File: config.mk
export PLATFORM = sky130hd
export DESIGN_NAME = wheel_integrator
export DESIGN_NICKNAME = d
export VERILOG_FILES = /design/src/rtl/wheel_pkg.sv /design/src/rtl/sat_add.sv /design/src/rtl/wheel_integrator.sv
export SDC_FILE = /design/constraint.sdc
export NUM_CORES = 1
export LEC_CHECK = 0
export BUFFER_PORTS_ARGS = -buffer_cell sky130_fd_sc_hd__buf_2
export CORE_AREA = 5 5 210 212
export CTS_CLUSTER_DIAMETER = 80
export CTS_CLUSTER_SIZE = 16
export DETAILED_ROUTE_END_ITERATION = 8
export DIE_AREA = 0 0 215 217
export MAX_ROUTING_LAYER = met4
export PLACE_DENSITY = 0.52
export SKIP_CTS_REPAIR_TIMING = 1
export SYNTH_ARGS = -nofsm -noshare
export SYNTH_HDL_FRONTEND = slang
export SYNTH_SLANG_ARGS = --single-unit
File: constraint.sdc
create_clock -name clk_in -period 6.6 [get_ports clk_in]
set_input_delay 1.65 -clock clk_in [delete_from_list [all_inputs] [get_ports clk_in]]
set_output_delay 1.65 -clock clk_in [all_outputs]
set_load 0.05 [all_outputs]
File: src/rtl/wheel_pkg.sv
// Shared state type, default sizes and fixed-width saturation helpers for the
// wheel integrator and the update_wheel stage.
package wheel_pkg;

  localparam int DEF_NUM_WHEELS    = 2;
  localparam int DEF_NUM_NODES     = 4;
  localparam int DEF_POSITION_SIZE = 17;
  localparam int DEF_VELOCITY_SIZE = 12;
  localparam int DEF_FORCE_SIZE    = 8;

  localparam int V_MAX = (1 << (DEF_VELOCITY_SIZE - 1)) - 1;
  localparam int V_MIN = -V_MAX - 1;
  localparam int P_MAX = (1 << (DEF_POSITION_SIZE - 1)) - 1;
  localparam int P_MIN = -P_MAX - 1;

  typedef enum logic [1:0] {IDLE, RUN, DRAIN, DONE} integ_state_t;

  function automatic logic signed [DEF_VELOCITY_SIZE-1:0] sat_V(
    input logic signed [DEF_VELOCITY_SIZE+1:0] x
  );
    if (x > V_MAX) return DEF_VELOCITY_SIZE'(V_MAX);
    if (x < V_MIN) return DEF_VELOCITY_SIZE'(V_MIN);
    return x[DEF_VELOCITY_SIZE-1:0];
  endfunction

  function automatic logic signed [DEF_POSITION_SIZE-1:0] sat_P(
    input logic signed [DEF_POSITION_SIZE:0] x
  );
    if (x > P_MAX) return DEF_POSITION_SIZE'(P_MAX);
    if (x < P_MIN) return DEF_POSITION_SIZE'(P_MIN);
    return x[DEF_POSITION_SIZE-1:0];
  endfunction

endpackage

File: src/rtl/sat_add.sv
// Signed add at IN_W bits, clamped to the signed range of OUT_W bits.
// ovf is high whenever the clamp engages.
module sat_add #(
  parameter int IN_W  = 14,
  parameter int OUT_W = 12
) (
  input  logic signed [IN_W-1:0]  a,
  input  logic signed [IN_W-1:0]  b,
  output logic signed [OUT_W-1:0] sum,
  output logic                    ovf
);

  localparam logic signed [IN_W-1:0] MAX_V = {{(IN_W-OUT_W+1){1'b0}}, {(OUT_W-1){1'b1}}};
  localparam logic signed [IN_W-1:0] MIN_V = ~MAX_V;

  logic signed [IN_W-1:0] full;

  always_comb begin
    full = a + b;
    ovf  = 1'b0;
    sum  = full[OUT_W-1:0];
    if (full > MAX_V) begin
      sum = MAX_V[OUT_W-1:0];
      ovf = 1'b1;
    end else if (full < MIN_V) begin
      sum = MIN_V[OUT_W-1:0];
      ovf = 1'b1;
    end
  end

endmodule

File: src/rtl/wheel_integrator.sv
// Two-stage semi-implicit Euler integrator over NUM_WHEELS x NUM_NODES nodes.
//   state | meaning
//   IDLE  | waiting for begin_in
//   RUN   | accepting force beats, one per node, wheel-major
//   DRAIN | last beat accepted, waiting for the pipeline to empty
//   DONE  | result_out pulse; begin_in here chains the next frame
module wheel_integrator
  import wheel_pkg::*;
#(
  parameter int NUM_WHEELS    = DEF_NUM_WHEELS,
  parameter int NUM_NODES     = DEF_NUM_NODES,
  parameter int POSITION_SIZE = DEF_POSITION_SIZE,
  parameter int VELOCITY_SIZE = DEF_VELOCITY_SIZE,
  parameter int FORCE_SIZE    = DEF_FORCE_SIZE,
  parameter int DT            = 4,
  parameter int GRAVITY       = -1,
  parameter int DAMP_SHIFT    = 4
) (
  input  logic clk_in,
  input  logic rst_in,
  input  logic begin_in,
  input  logic [1:0][NUM_WHEELS-1:0][NUM_NODES-1:0][POSITION_SIZE-1:0] nodes_in,
  input  logic [1:0][NUM_WHEELS-1:0][NUM_NODES-1:0][VELOCITY_SIZE-1:0] velocities_in,
  input  logic signed [FORCE_SIZE-1:0]    force_x,
  input  logic signed [FORCE_SIZE-1:0]    force_y,
  input  logic                            force_valid,
  output logic                            force_ready,
  output logic signed [POSITION_SIZE-1:0] node_out_x,
  output logic signed [POSITION_SIZE-1:0] node_out_y,
  output logic signed [VELOCITY_SIZE-1:0] velocity_out_x,
  output logic signed [VELOCITY_SIZE-1:0] velocity_out_y,
  output logic                            out_valid,
  output logic [$clog2(NUM_WHEELS):0]     out_wheel,
  output logic [$clog2(NUM_NODES):0]      out_node,
  output logic                            sat_flag,
  output logic                            busy,
  output logic                            result_out
);

  localparam int WW = $clog2(NUM_WHEELS) + 1;
  localparam int NB = $clog2(NUM_NODES) + 1;
  localparam int VW = VELOCITY_SIZE + 2;
  localparam int PW = POSITION_SIZE + 1;
  localparam logic signed [VW-1:0] GRAV = VW'(GRAVITY);

  integ_state_t state, state_nxt;
  logic [WW-1:0] wheel_cnt, s1_wheel;
  logic [NB-1:0] node_cnt, s1_node;
  logic xfer, last_beat, start, s1_valid;

  logic signed [VELOCITY_SIZE-1:0] v_sel_x, v_sel_y, vnew_x, vnew_y, s1_vx, s1_vy, dv_x, dv_y;
  logic signed [POSITION_SIZE-1:0] p_sel_x, p_sel_y, pnew_x, pnew_y;
  logic signed [VW-1:0] v_ext_x, v_ext_y, vd_x, vd_y, f_ext_x, f_ext_y;
  logic signed [PW-1:0] p_ext_x, p_ext_y, dv_ext_x, dv_ext_y;
  logic vovf_x, vovf_y, povf_x, povf_y;

  assign xfer      = force_valid && force_ready;
  assign last_beat = (wheel_cnt == WW'(NUM_WHEELS - 1)) && (node_cnt == NB'(NUM_NODES - 1));
  assign start     = begin_in && ((state == IDLE) || (state == DONE));

  always_ff @(posedge clk_in or posedge rst_in) begin
    if (rst_in) state <= IDLE;
    else        state <= state_nxt;
  end

  always_comb begin
    state_nxt   = state;
    force_ready = 1'b0;
    busy        = 1'b0;
    result_out  = 1'b0;
    case (state)
      IDLE:  if (begin_in) state_nxt = RUN;
      RUN: begin
        force_ready = 1'b1;
        busy        = 1'b1;
        if (xfer && last_beat) state_nxt = DRAIN;
      end
      DRAIN: begin
        busy = 1'b1;
        if (!s1_valid) state_nxt = DONE;
      end
      DONE: begin
        result_out = 1'b1;
        state_nxt  = begin_in ? RUN : IDLE;
      end
      default: state_nxt = IDLE;
    endcase
  end

  // Node selection: velocities by the accept counters, positions by the stage-1 tag.
  always_comb begin
    v_sel_x = '0;
    v_sel_y = '0;
    p_sel_x = '0;
    p_sel_y = '0;
    for (int w = 0; w < NUM_WHEELS; w++) begin
      for (int n = 0; n < NUM_NODES; n++) begin
        if ((wheel_cnt == WW'(w)) && (node_cnt == NB'(n))) begin
          v_sel_x = velocities_in[0][w][n];
          v_sel_y = velocities_in[1][w][n];
        end
        if ((s1_wheel == WW'(w)) && (s1_node == NB'(n))) begin
          p_sel_x = nodes_in[0][w][n];
          p_sel_y = nodes_in[1][w][n];
        end
      end
    end
  end

  assign v_ext_x = v_sel_x;
  assign v_ext_y = v_sel_y;
  assign vd_x    = (DAMP_SHIFT == 0) ? v_ext_x : v_ext_x - (v_ext_x >>> DAMP_SHIFT);
  assign vd_y    = (DAMP_SHIFT == 0) ? v_ext_y : v_ext_y - (v_ext_y >>> DAMP_SHIFT);
  assign f_ext_x = force_x;
  assign f_ext_y = VW'(force_y) + GRAV;

  sat_add #(.IN_W(VW), .OUT_W(VELOCITY_SIZE)) u_vel_x (.a(vd_x), .b(f_ext_x), .sum(vnew_x), .ovf(vovf_x));
  sat_add #(.IN_W(VW), .OUT_W(VELOCITY_SIZE)) u_vel_y (.a(vd_y), .b(f_ext_y), .sum(vnew_y), .ovf(vovf_y));

  assign dv_x     = s1_vx >>> DT;
  assign dv_y     = s1_vy >>> DT;
  assign dv_ext_x = dv_x;
  assign dv_ext_y = dv_y;
  assign p_ext_x  = p_sel_x;
  assign p_ext_y  = p_sel_y;

  sat_add #(.IN_W(PW), .OUT_W(POSITION_SIZE)) u_pos_x (.a(p_ext_x), .b(dv_ext_x), .sum(pnew_x), .ovf(povf_x));
  sat_add #(.IN_W(PW), .OUT_W(POSITION_SIZE)) u_pos_y (.a(p_ext_y), .b(dv_ext_y), .sum(pnew_y), .ovf(povf_y));

  always_ff @(posedge clk_in or posedge rst_in) begin
    if (rst_in) begin
      wheel_cnt <= '0;
      node_cnt  <= '0;
      sat_flag  <= 1'b0;
    end else if (start) begin
      wheel_cnt <= '0;
      node_cnt  <= '0;
      sat_flag  <= 1'b0;
    end else begin
      if (xfer) begin
        if (node_cnt == NB'(NUM_NODES - 1)) begin
          node_cnt  <= '0;
          wheel_cnt <= wheel_cnt + WW'(1);
        end else begin
          node_cnt <= node_cnt + NB'(1);
        end
      end
      if ((xfer && (vovf_x || vovf_y)) || (s1_valid && (povf_x || povf_y)))
        sat_flag <= 1'b1;
    end
  end

  always_ff @(posedge clk_in or posedge rst_in) begin
    if (rst_in) begin
      s1_valid       <= 1'b0;
      s1_vx          <= '0;
      s1_vy          <= '0;
      s1_wheel       <= '0;
      s1_node        <= '0;
      out_valid      <= 1'b0;
      node_out_x     <= '0;
      node_out_y     <= '0;
      velocity_out_x <= '0;
      velocity_out_y <= '0;
      out_wheel      <= '0;
      out_node       <= '0;
    end else begin
      s1_valid  <= xfer;
      out_valid <= s1_valid;
      if (xfer) begin
        s1_vx    <= vnew_x;
        s1_vy    <= vnew_y;
        s1_wheel <= wheel_cnt;
        s1_node  <= node_cnt;
      end
      if (s1_valid) begin
        node_out_x     <= pnew_x;
        node_out_y     <= pnew_y;
        velocity_out_x <= s1_vx;
        velocity_out_y <= s1_vy;
        out_wheel      <= s1_wheel;
        out_node       <= s1_node;
      end
    end
  end

endmodule

==> results.txt, run 1 <==
----------------------------------------------------
[Status]
  Run status ... finished clean

[Yosys]
  Total of flip-flops plus latches after synthesis ... 102
  Number of library cell types mapped by synthesis ... 72
  Net count after synthesis ... 1,956
  Gate count after technology mapping ... 1,372
  Synthesized cell area ... 0.0110 mm^2
  Seq/Total Area, Yosys ... 0.232
  Async set-reset flop share out of synthesis ... 1.00
  Dominant synthesized flop cell ... dfrtp_1
  Post-synth EDFFs ... 0
  Warnings, synthesis ... 0
  Synth Area per Inst ... 8.03 um^2

[Global routing]
  Total global routing track utilization ... 0.236
  Vias in the first global route ... 12,879
  Wire length of the first global-routing pass ... 81,700 um
  Maximum number of pins on one net before global-route repair ... 67
  GRT Residual Overflow ... 0
  Initial antenna violation count ... 30

[Drt]
  Total routed wire length on the met1 layer ... 21,100 um
  Number of remaining DRC errors ... 0
  Detail Route Antenna Nets ... 0
  Final routed wire length divided by cell count ... 23.1 um
  Drt initial violations ... 688
  Vias ... 12,842
  Detailed-routing iteration count for the pre-antenna-repair pass ... 5
  Length of routed met3 wiring ... 3550 um
  Vias/cell ... 5.27
  Top sig layer ... met4
  Wire length reported by the detailed router ... 56,300 um
  Met2 wire length ... 28,500 um

[Worst setup path]
  Kind of end point of the critical path ... register
  Slack of the worst reg-to-reg path ... 490 ps
  Critical path data required time ... 6840 ps
  Worst reg2reg path endpoint ... sat_flag
  Arrival time reported for the critical path endpoint ... 6350 ps
  Crit path launch type ... register
  Critical path class ... reg -> reg
  Worst reg2reg path depth ... 24
  Reg-to-reg startpoint ... wheel_cnt[0]
  Worst-path fanout max ... 16

[Clock network]
  Clock tree root driver cell ... clkbuf_16
  Cts bufs inserted ... 9
  Max Buffers Root-to-Sink ... 2
  CTS tree ... built
  Insertion delay to the later sink of the worst-skew pair ... 360 ps
  CTS sink cnt ... 102
  Count of H-tree levels built during CTS ... 3
  Clock transition at the registers of the reported paths ... 70 ps

[Placement]
  Placement Setup Slack ... 346 ps
  Routability cong. ... 0.932
  DP HPWL ... 48,000 um
  Count of buffers inserted at the top-level ports ... 551

[Cells and area]
  Area growth from synthesis to layout ... 33.6%
  Top library cells by usage in the layout, fill and taps aside ... 551 x buf_2, 149 x nand2_1, 120 x nor2_1, 106 x o21ai_0, 99 x dfrtp_1
  Share of layout cells above drive strength 1 ... 0.374
  Leading cell type in the layout, fill and taps excluded ... buf_2
  Fillcell total ... 4,472
  Post-layout net count ... 2,454

[Hold path]
  Min-Delay Endpoint ... s1_vx[1]
  Hold Path Origin ... s1_vx[1]
  Min-Delay Path Class ... reg -> reg
  Min-Delay Path Depth ... 2

[Timing]
  Endpoints failing setup ... 0
  Transition time at the pin with the least slew margin ... 991 ps
  Final critical-path required period ... 6110 ps
  Final cycle utilization of the critical path ... 0.926
  Max Clk Rate ... 164 MHz
  Final hold slack ... 491 ps
  Max-slew violation count ... 0
  Setup repair after global routing missed its margin ... false
  Total negative slack for setup checks ... 0 ps
  Number of hold violations in the final report ... 0
  Post-route worst setup slack ... 487 ps
  Max-slew headroom ... 0.337
  Worst-case clock skew ... 9.94 ps

[Floorplan]
  Io pins ... 552
  Initial Utilization ... 0.264
  Die Wd ... 215 um
  Die Outline Area ... 0.0467 mm^2
  Core outline area ... 0.0418 mm^2
  Vertical extent of the die ... 217 um
  Site Rows ... 75

[Job]
  Max-capacitance violation count ... 0

----------------------------------------------------
## logic make-up after synthesis
kind of cell	synth area share
AOI/OAI and AO/OA	0.318
xor gates and xnor gates	0.0382
adders and majority gates	0.131
buffers and inverters	0.0585
DFF	0.232
muxes	0.0757
and+or+nand+nor	0.147
## cells in the mapped netlist (11+ instances only)
library cell  count  share of area
a21o_1           14         0.0095
a21oi_1          87          0.040
a221oi_1         25          0.020
a22oi_1          41          0.028
a31oi_1          40          0.023
buf_2            11         0.0050
clkbuf_1         83          0.028
dfrtp_1         102           0.23
fa_1             25          0.045
ha_1             75          0.085
inv_1            68          0.023
mux2_2           56          0.057
nand2_1         149          0.051
nand3_1          35          0.016
nor2_1          121          0.041
nor2b_1          11         0.0062
nor3_1           11         0.0050
o211ai_1         28          0.019
o21a_1           12         0.0082
o21ai_0         106          0.048
o221a_2          11          0.011
o22ai_1          58          0.033
o311ai_0         27          0.021
xnor2_1          34          0.027
xor2_1           14          0.011
## sequential cells by signal, summed over array words and instances (netlist names)
signal          cells
out_valid           1
wheel_cnt           2
sat_flag            1
velocity_out_y     12
s1_vy              12
s1_vx              12
s1_node             3
out_node            3
node_cnt            3
out_wheel           2
node_out_y         17
s1_wheel            2
state               2
s1_valid            1
velocity_out_x     12
node_out_x         17
## through the flow
step                       util  cell area [um^2]  cells
after floorplan               -             11000   1372
after global placement    0.343             14300   2398
after detailed placement  0.343             14300   2398
after CTS                 0.351             14600   2414
after global routing      0.352             14700   2436
final                     0.352             14700   2437
## worst max-delay path, stage by stage, from the launching register on
cell and delay (ps):
dfrtp_1 390, inv_1 110, ha_1 150, nor2b_1 390, and2_2 460, buf_4 260
a221oi_1 70, o311ai_0 720, o211ai_1 200, nand3_1 140, o221ai_1 180, fa_1 430
inv_1 80, ha_1 190, inv_1 60, fa_1 440, nor2b_4 140, o31a_1 200
o311a_4 210, o21ai_1 120, a211oi_4 410, and2_1 180, mux2i_1 90, nor4b_2 270
o21ai_1 90
## how the worst max path moves through the flow
stage	slack [ps]	to	cells after the start	startpoint
after global routing	200	sat_flag	24	wheel_cnt[0]
after detailed placement	350	sat_flag	24	wheel_cnt[0]
after CTS	310	sat_flag	24	wheel_cnt[0]
final	490	sat_flag	24	wheel_cnt[0]
after floorplan	1370	sat_flag	19	velocities_in[109]
after global placement	380	sat_flag	24	wheel_cnt[0]
## layer usage
metal  GRT usage  vias to the layer above
li1            -                     6132
met1       0.250                     6044
met2       0.418                      566
met3      0.0445                      100
met4       0.130                        0
met5           -                        -
## area by class of cell
class,instances,area [um^2],area share
clock inverter,4,55.1,0.00374
inverter,68,258,0.0175
tap,539,674,0.0458
clock buffer,12,246,0.0168
timing repair buffer,585,3010,0.205
multi-input combinational,1104,7850,0.534
antenna,23,57.6,0.00391
sequential,102,2560,0.174
Power of run 1 is left out: the tool's default activity adds up to more than one toggle a clock period on the data nets, which glitch-free logic cannot reach.
==> run 2: changes to the inputs <==
Settings changed: CTS_BUF_LIST set to sky130_fd_sc_hd__clkbuf_8, PLACE_DENSITY 0.52 to 0.57.
==> results.txt, run 2 (same netlist as run 1, synthesis figures left out) <==
----------------------------------------------------
[Status]
  Run status ... finished clean (unchanged)

[Drt]
  Detail Route Antenna Nets ... 0 (unchanged)
  Vias/cell ... 5.33 (was 5.27)
  Vias ... 12,979 (was 12,842)
  Drt initial violations ... 783 (was 688)
  Wire length reported by the detailed router ... 57,100 um (was 56,300 um)
  Detailed-routing iteration count for the pre-antenna-repair pass ... 5 (unchanged)
  Final routed wire length divided by cell count ... 23.5 um (was 23.1 um)
  Number of remaining DRC errors ... 0 (unchanged)

[Worst setup path]
  Crit path launch type ... register (unchanged)
  Most frequent cell on the critical path ... o21ai_0 (was inv_1)
  Worst-path fanout max ... 14 (was 16)
  CP cell instances ... inv_1 -> ha_1 -> nor2b_1 -> and3b_1 -> a221oi_1 -> o311ai_0 -> o211ai_1 -> nand3_1 -> o221a_2 -> inv_1 -> fa_1 -> ha_1 -> o21ai_0 -> o21ai_0 -> o311ai_0 -> o21ai_0 -> o41ai_1 -> xnor2_1 -> mux2i_1 -> nor4b_2 -> o21ai_1 (was inv_1 -> ha_1 -> nor2b_1 -> and2_2 -> buf_4 -> a221oi_1 -> o311ai_0 -> o211ai_1 -> nand3_1 -> o221ai_1 -> fa_1 -> inv_1 -> ha_1 -> inv_1 -> fa_1 -> nor2b_4 -> o31a_1 -> o311a_4 -> o21ai_1 -> a211oi_4 -> and2_1 -> mux2i_1 -> nor4b_2 -> o21ai_1)
  Family with the most delay on the worst path ... compound AO/OA/AOI/OAI gates (unchanged)
  Kind of end point of the critical path ... register (unchanged)
  Arrival time reported for the critical path endpoint ... 6290 ps (was 6350 ps)
  Critical path data required time ... 6870 ps (was 6840 ps)
  Critical path class ... reg -> reg (unchanged)
  Bufs and invs on worst path ... 2 (was 4)
  Crit path largest cell delay ... 690 ps (was 720 ps)
  Slowest-stage cell, CP ... xnor2_1 (was o311ai_0)

[Cells and area]
  Share of layout cells above drive strength 1 ... 0.375 (was 0.374)
  Fillcell total ... 4,527 (was 4,472)
  Largest registers in the final layout ... node_out_x (17), node_out_y (17) (unchanged)
  Area growth from synthesis to layout ... 32.9% (was 33.6%)
  Leading cell type in the layout, fill and taps excluded ... buf_2 (unchanged)
  Post-layout net count ... 2,454 (unchanged)
  Top library cells by usage in the layout, fill and taps aside ... 551 x buf_2, 149 x nand2_1, 120 x nor2_1, 106 x o21ai_0, 99 x dfrtp_1 (unchanged)

[Floorplan]
  Die Outline Area ... 0.0467 mm^2 (unchanged)
  Core outline area ... 0.0418 mm^2 (unchanged)
  Site Rows ... 75 (unchanged)
  Initial Utilization ... 0.264 (unchanged)
  Die Wd ... 215 um (unchanged)
  Io pins ... 552 (unchanged)
  Vertical extent of the die ... 217 um (unchanged)

[Global routing]
  Maximum number of pins on one net before global-route repair ... 60 (was 67)
  Initial antenna violation count ... 28 (was 30)
  GRT Residual Overflow ... 0 (unchanged)
  Wire length of the first global-routing pass ... 83,800 um (was 81,700 um)
  Vias in the first global route ... 13,308 (was 12,879)
  Total global routing track utilization ... 0.241 (was 0.236)

[Timing]
  Total negative slack for setup checks ... 0 ps (unchanged)
  Max-slew headroom ... 0.249 (was 0.337)
  Number of hold violations in the final report ... 0 (unchanged)
  Endpoints failing setup ... 0 (unchanged)
  Final critical-path required period ... 6020 ps (was 6110 ps)
  Setup repair after global routing missed its margin ... false (unchanged)
  Worst-case clock skew ... 17.9 ps (was 9.94 ps)
  Max-slew violation count ... 0 (unchanged)
  Transition time at the pin with the least slew margin ... 1120 ps (was 991 ps)
  Final cycle utilization of the critical path ... 0.912 (was 0.926)
  Max Clk Rate ... 166 MHz (was 164 MHz)

[Clock network]
  Insertion delay to the later sink of the worst-skew pair ... 400 ps (was 360 ps)
  CTS sink cnt ... 102 (unchanged)
  Clock tree root driver cell ... clkbuf_8 (was clkbuf_16)
  Count of H-tree levels built during CTS ... 3 (unchanged)
  Max Buffers Root-to-Sink ... 2 (unchanged)
  Cts bufs inserted ... 9 (unchanged)
  CTS tree ... built (unchanged)
  Clock transition at the registers of the reported paths ... 100 ps (was 70 ps)

[Placement]
  DP HPWL ... 48,400 um (was 48,000 um)
  Routability cong. ... 0.942 (was 0.932)
  Count of buffers inserted at the top-level ports ... 551 (unchanged)

[Job]
  Max-capacitance violation count ... 0 (unchanged)

[Hold path]
  Min-Delay Path Class ... reg -> reg (unchanged)

----------------------------------------------------
## run 2: cell types whose count changed in the layout (fill, tap and decap cells not counted), sizes merged
cell | previous run | this run
bufinv | 1 | 2
clkbuf | 12 | 10
diode | 23 | 20
inv | 69 | 70
## run 2: routing by layer
layer,global-route usage,up-vias,wire [um]
met5,-,-,0
li1,-,6116,-
met4,0.0930,0,2270
met1,0.259,6236,21600
met3,0.0431,80,3330
met2,0.442,547,30000
## run 2: final timing paths
check | startpoint | to | slack (ps) | depth (start not counted)
worst max-delay path | wheel_cnt[0] | sat_flag | 580 | 21
worst min-delay path | s1_vx[0] | s1_vx[0] | 490 | 2
worst max register to register | wheel_cnt[0] | sat_flag | 580 | 21
worst min register to register | s1_vx[0] | s1_vx[0] | 490 | 2
max in group asynchronous | rst_in | s1_valid | 4050 | 3
min in group asynchronous | rst_in | node_out_y[6] | 1370 | 2
## run 2: tightest hold or removal path, stage by stage (launching register included)
cell and delay [ps]:
dfrtp_1 350, nand2_1 50, o21ai_0 60
## run 2: metrics by stage
stage | hold slack (ps) | instance area, um^2 | instances | utilization | setup WS, ps
after floorplan | 410 | 11000 | 1372 | - | 1370
after global placement | 470 | 14400 | 2398 | 0.344 | 514
after detailed placement | 469 | 14400 | 2398 | 0.344 | 499
after CTS | 493 | 14600 | 2414 | 0.349 | 551
after global routing | 517 | 14600 | 2428 | 0.350 | 69.1
final | 488 | 14600 | 2434 | 0.350 | 579
## run 2: cell type report
cell class / instances / area (um^2) / share of cell area
clock inverter: 6 / 92.6 / 0.00633
clock buffer: 10 / 138 / 0.00940
multi-input combinational: 1104 / 7840 / 0.536
tap: 539 / 674 / 0.0461
inverter: 68 / 258 / 0.0176
sequential: 102 / 2560 / 0.175
timing repair buffer: 585 / 3030 / 0.207
antenna: 20 / 50.0 / 0.00342
Power of run 2 is left out for the same reason.
==> run 3: changes to the inputs <==
Settings changed: CTS_BUF_LIST sky130_fd_sc_hd__clkbuf_8 to unset, SKIP_CTS_REPAIR_TIMING 1 to unset.
==> results.txt, run 3 (same netlist as run 1, synthesis figures left out) <==
----------------------------------------------------
[Worst setup path]
  Slack of the worst reg-to-reg path ... 590 ps (was 580 ps)
  Critical path data required time ... 6830 ps (was 6870 ps)
  Worst-path fanout max ... 14 (unchanged)
  Most frequent cell on the critical path ... o21ai_0 (unchanged)
  CP cell instances ... inv_1 -> ha_1 -> nor2b_1 -> and3b_1 -> a221oi_1 -> o311ai_0 -> o211ai_1 -> nand3_1 -> o221a_2 -> inv_1 -> fa_1 -> ha_1 -> o21ai_0 -> o21ai_0 -> o311ai_0 -> o21ai_0 -> o41ai_1 -> xnor2_1 -> mux2i_1 -> nor4b_2 -> o21ai_1 (unchanged)
  Reg-to-reg startpoint ... wheel_cnt[0] (unchanged)
  Bufs and invs on worst path ... 2 (unchanged)
  Worst reg2reg path endpoint ... sat_flag (unchanged)
  Kind of end point of the critical path ... register (unchanged)
  Arrival time reported for the critical path endpoint ... 6240 ps (was 6290 ps)
  Crit path launch type ... register (unchanged)
  Family with the most delay on the worst path ... compound AO/OA/AOI/OAI gates (unchanged)
  Worst reg2reg path depth ... 21 (unchanged)
  Slowest-stage cell, CP ... xnor2_1 (unchanged)
  Critical path class ... reg -> reg (unchanged)
  Crit path largest cell delay ... 690 ps (about the same)

[Drt]
  Vias/cell ... 5.34 (was 5.33)
  Detail Route Antenna Nets ... 0 (unchanged)
  Final routed wire length divided by cell count ... 23.6 um (was 23.5 um)
  Drt initial violations ... 785 (was 783)
  Vias ... 12,965 (was 12,979)
  Number of remaining DRC errors ... 0 (unchanged)
  Detailed-routing iteration count for the pre-antenna-repair pass ... 7 (was 5)
  Wire length reported by the detailed router ... 57,200 um (was 57,100 um)

[Global routing]
  Maximum number of pins on one net before global-route repair ... 60 (unchanged)
  Total global routing track utilization ... 0.241 (about the same)
  Vias in the first global route ... 13,308 (unchanged)
  Initial antenna violation count ... 28 (unchanged)
  Wire length of the first global-routing pass ... 83,900 um (was 83,800 um)
  GRT Residual Overflow ... 0 (unchanged)

[Cells and area]
  Area growth from synthesis to layout ... 33.7% (was 32.9%)
  Share of layout cells above drive strength 1 ... 0.375 (unchanged)
  Top library cells by usage in the layout, fill and taps aside ... 551 x buf_2, 149 x nand2_1, 120 x nor2_1, 106 x o21ai_0, 99 x dfrtp_1 (unchanged)
  Final instance count without filler cells ... 2,430 (was 2,434)
  Leading cell type in the layout, fill and taps excluded ... buf_2 (unchanged)
  Post-layout net count ... 2,454 (unchanged)
  Largest registers in the final layout ... node_out_x (17), node_out_y (17) (unchanged)

[Timing]
  Number of hold violations in the final report ... 0 (unchanged)
  Worst-case clock skew ... 11.3 ps (was 17.9 ps)
  Max Clk Rate ... 166 MHz (about the same)
  Transition time at the pin with the least slew margin ... 1120 ps (about the same)
  Endpoints failing setup ... 0 (unchanged)
  Final critical-path required period ... 6010 ps (was 6020 ps)
  Total negative slack for setup checks ... 0 ps (unchanged)
  Final cycle utilization of the critical path ... 0.910 (was 0.912)
  Max-slew headroom ... 0.249 (about the same)
  Setup repair after global routing missed its margin ... false (unchanged)
  Max-slew violation count ... 0 (unchanged)

[Hold path]
  Min-Delay Endpoint ... s1_vx[0] (unchanged)
  Hold Path Origin ... s1_vx[0] (unchanged)
  Min-Delay Path Class ... reg -> reg (unchanged)
  Min-Delay Path Depth ... 2 (unchanged)

[Clock network]
  Post-CTS Setup Repair Bufs ... 0
  Cts bufs inserted ... 9 (unchanged)
  Post-CTS sizing ... 0
  CTS tree ... built (unchanged)
  Count of H-tree levels built during CTS ... 3 (unchanged)
  Max Buffers Root-to-Sink ... 2 (unchanged)
  Count of hold buffers inserted by post-cts repair ... 0
  CTS sink cnt ... 102 (unchanged)
  Clock tree root driver cell ... clkbuf_16 (was clkbuf_8)
  Clock transition at the registers of the reported paths ... 70 ps (was 100 ps)
  Insertion delay to the later sink of the worst-skew pair ... 370 ps (was 400 ps)

[Placement]
  Routability cong. ... 0.942 (unchanged)
  DP HPWL ... 48,400 um (unchanged)
  Post-placement cell count ... 2,398 (unchanged)
  Count of buffers inserted at the top-level ports ... 551 (unchanged)

[Floorplan]
  Die Outline Area ... 0.0467 mm^2 (unchanged)
  Die Wd ... 215 um (unchanged)
  Initial Utilization ... 0.264 (unchanged)
  Io pins ... 552 (unchanged)
  Core outline area ... 0.0418 mm^2 (unchanged)
  Site Rows ... 75 (unchanged)
  Vertical extent of the die ... 217 um (unchanged)

[Status]
  Run status ... finished clean (unchanged)

[Job]
  Max-capacitance violation count ... 0 (unchanged)

----------------------------------------------------
==> run 3: worst max path at each step <==
| stage | from | end | slack (ps) | depth (start not counted) |
|---|---|---|---|---|
| finish | wheel_cnt[0] | sat_flag | 590 | 21 |
| floorplan | velocities_in[109] | sat_flag | 1370 | 19 |
| CTS | wheel_cnt[0] | sat_flag | 560 | 21 |
| global placement | velocities_in[116] | sat_flag | 510 | 18 |
| detailed placement | velocities_in[116] | sat_flag | 500 | 18 |
| global route | wheel_cnt[0] | sat_flag | 70 | 21 |
==> run 3: tightest hold or removal path: stages (launching register included) <==
cell     delay [ps]
dfrtp_1         340
nand2_1          50
o21ai_0          60
==> run 3: area by class of cell <==
cell class,count,area [um^2]
fill,4518,27000
multi-input combinational,1104,7840
tap,539,674
sequential,102,2560
inverter,68,258
antenna,16,40.0
clock inverter,6,92.6
clock buffer,10,239
timing repair buffer,585,3030
==> run 3: per-layer routing <==
layer | wire, um | share of wire | global-route usage | vias to the layer above
met5 | 0 | 0 | - | -
met4 | 2230 | 0.039 | 0.0943 | 0
met2 | 30000 | 0.52 | 0.443 | 576
met3 | 3330 | 0.058 | 0.0435 | 87
li1 | - | - | - | 6106
met1 | 21700 | 0.38 | 0.259 | 6196
==> run 3: through the flow <==
| stage | cell area [um^2] | setup slack [ps] | utilization | hold slack, ps |
|---|---|---|---|---|
| global placement | 14400 | 514 | 0.344 | 470 |
| detailed placement | 14400 | 499 | 0.344 | 469 |
| global route | 14700 | 74.1 | 0.353 | 509 |
| floorplan | 11000 | 1370 | - | 410 |
| finish | 14700 | 591 | 0.353 | 481 |
| CTS | 14700 | 555 | 0.352 | 486 |
Power of run 3 is left out for the same reason.
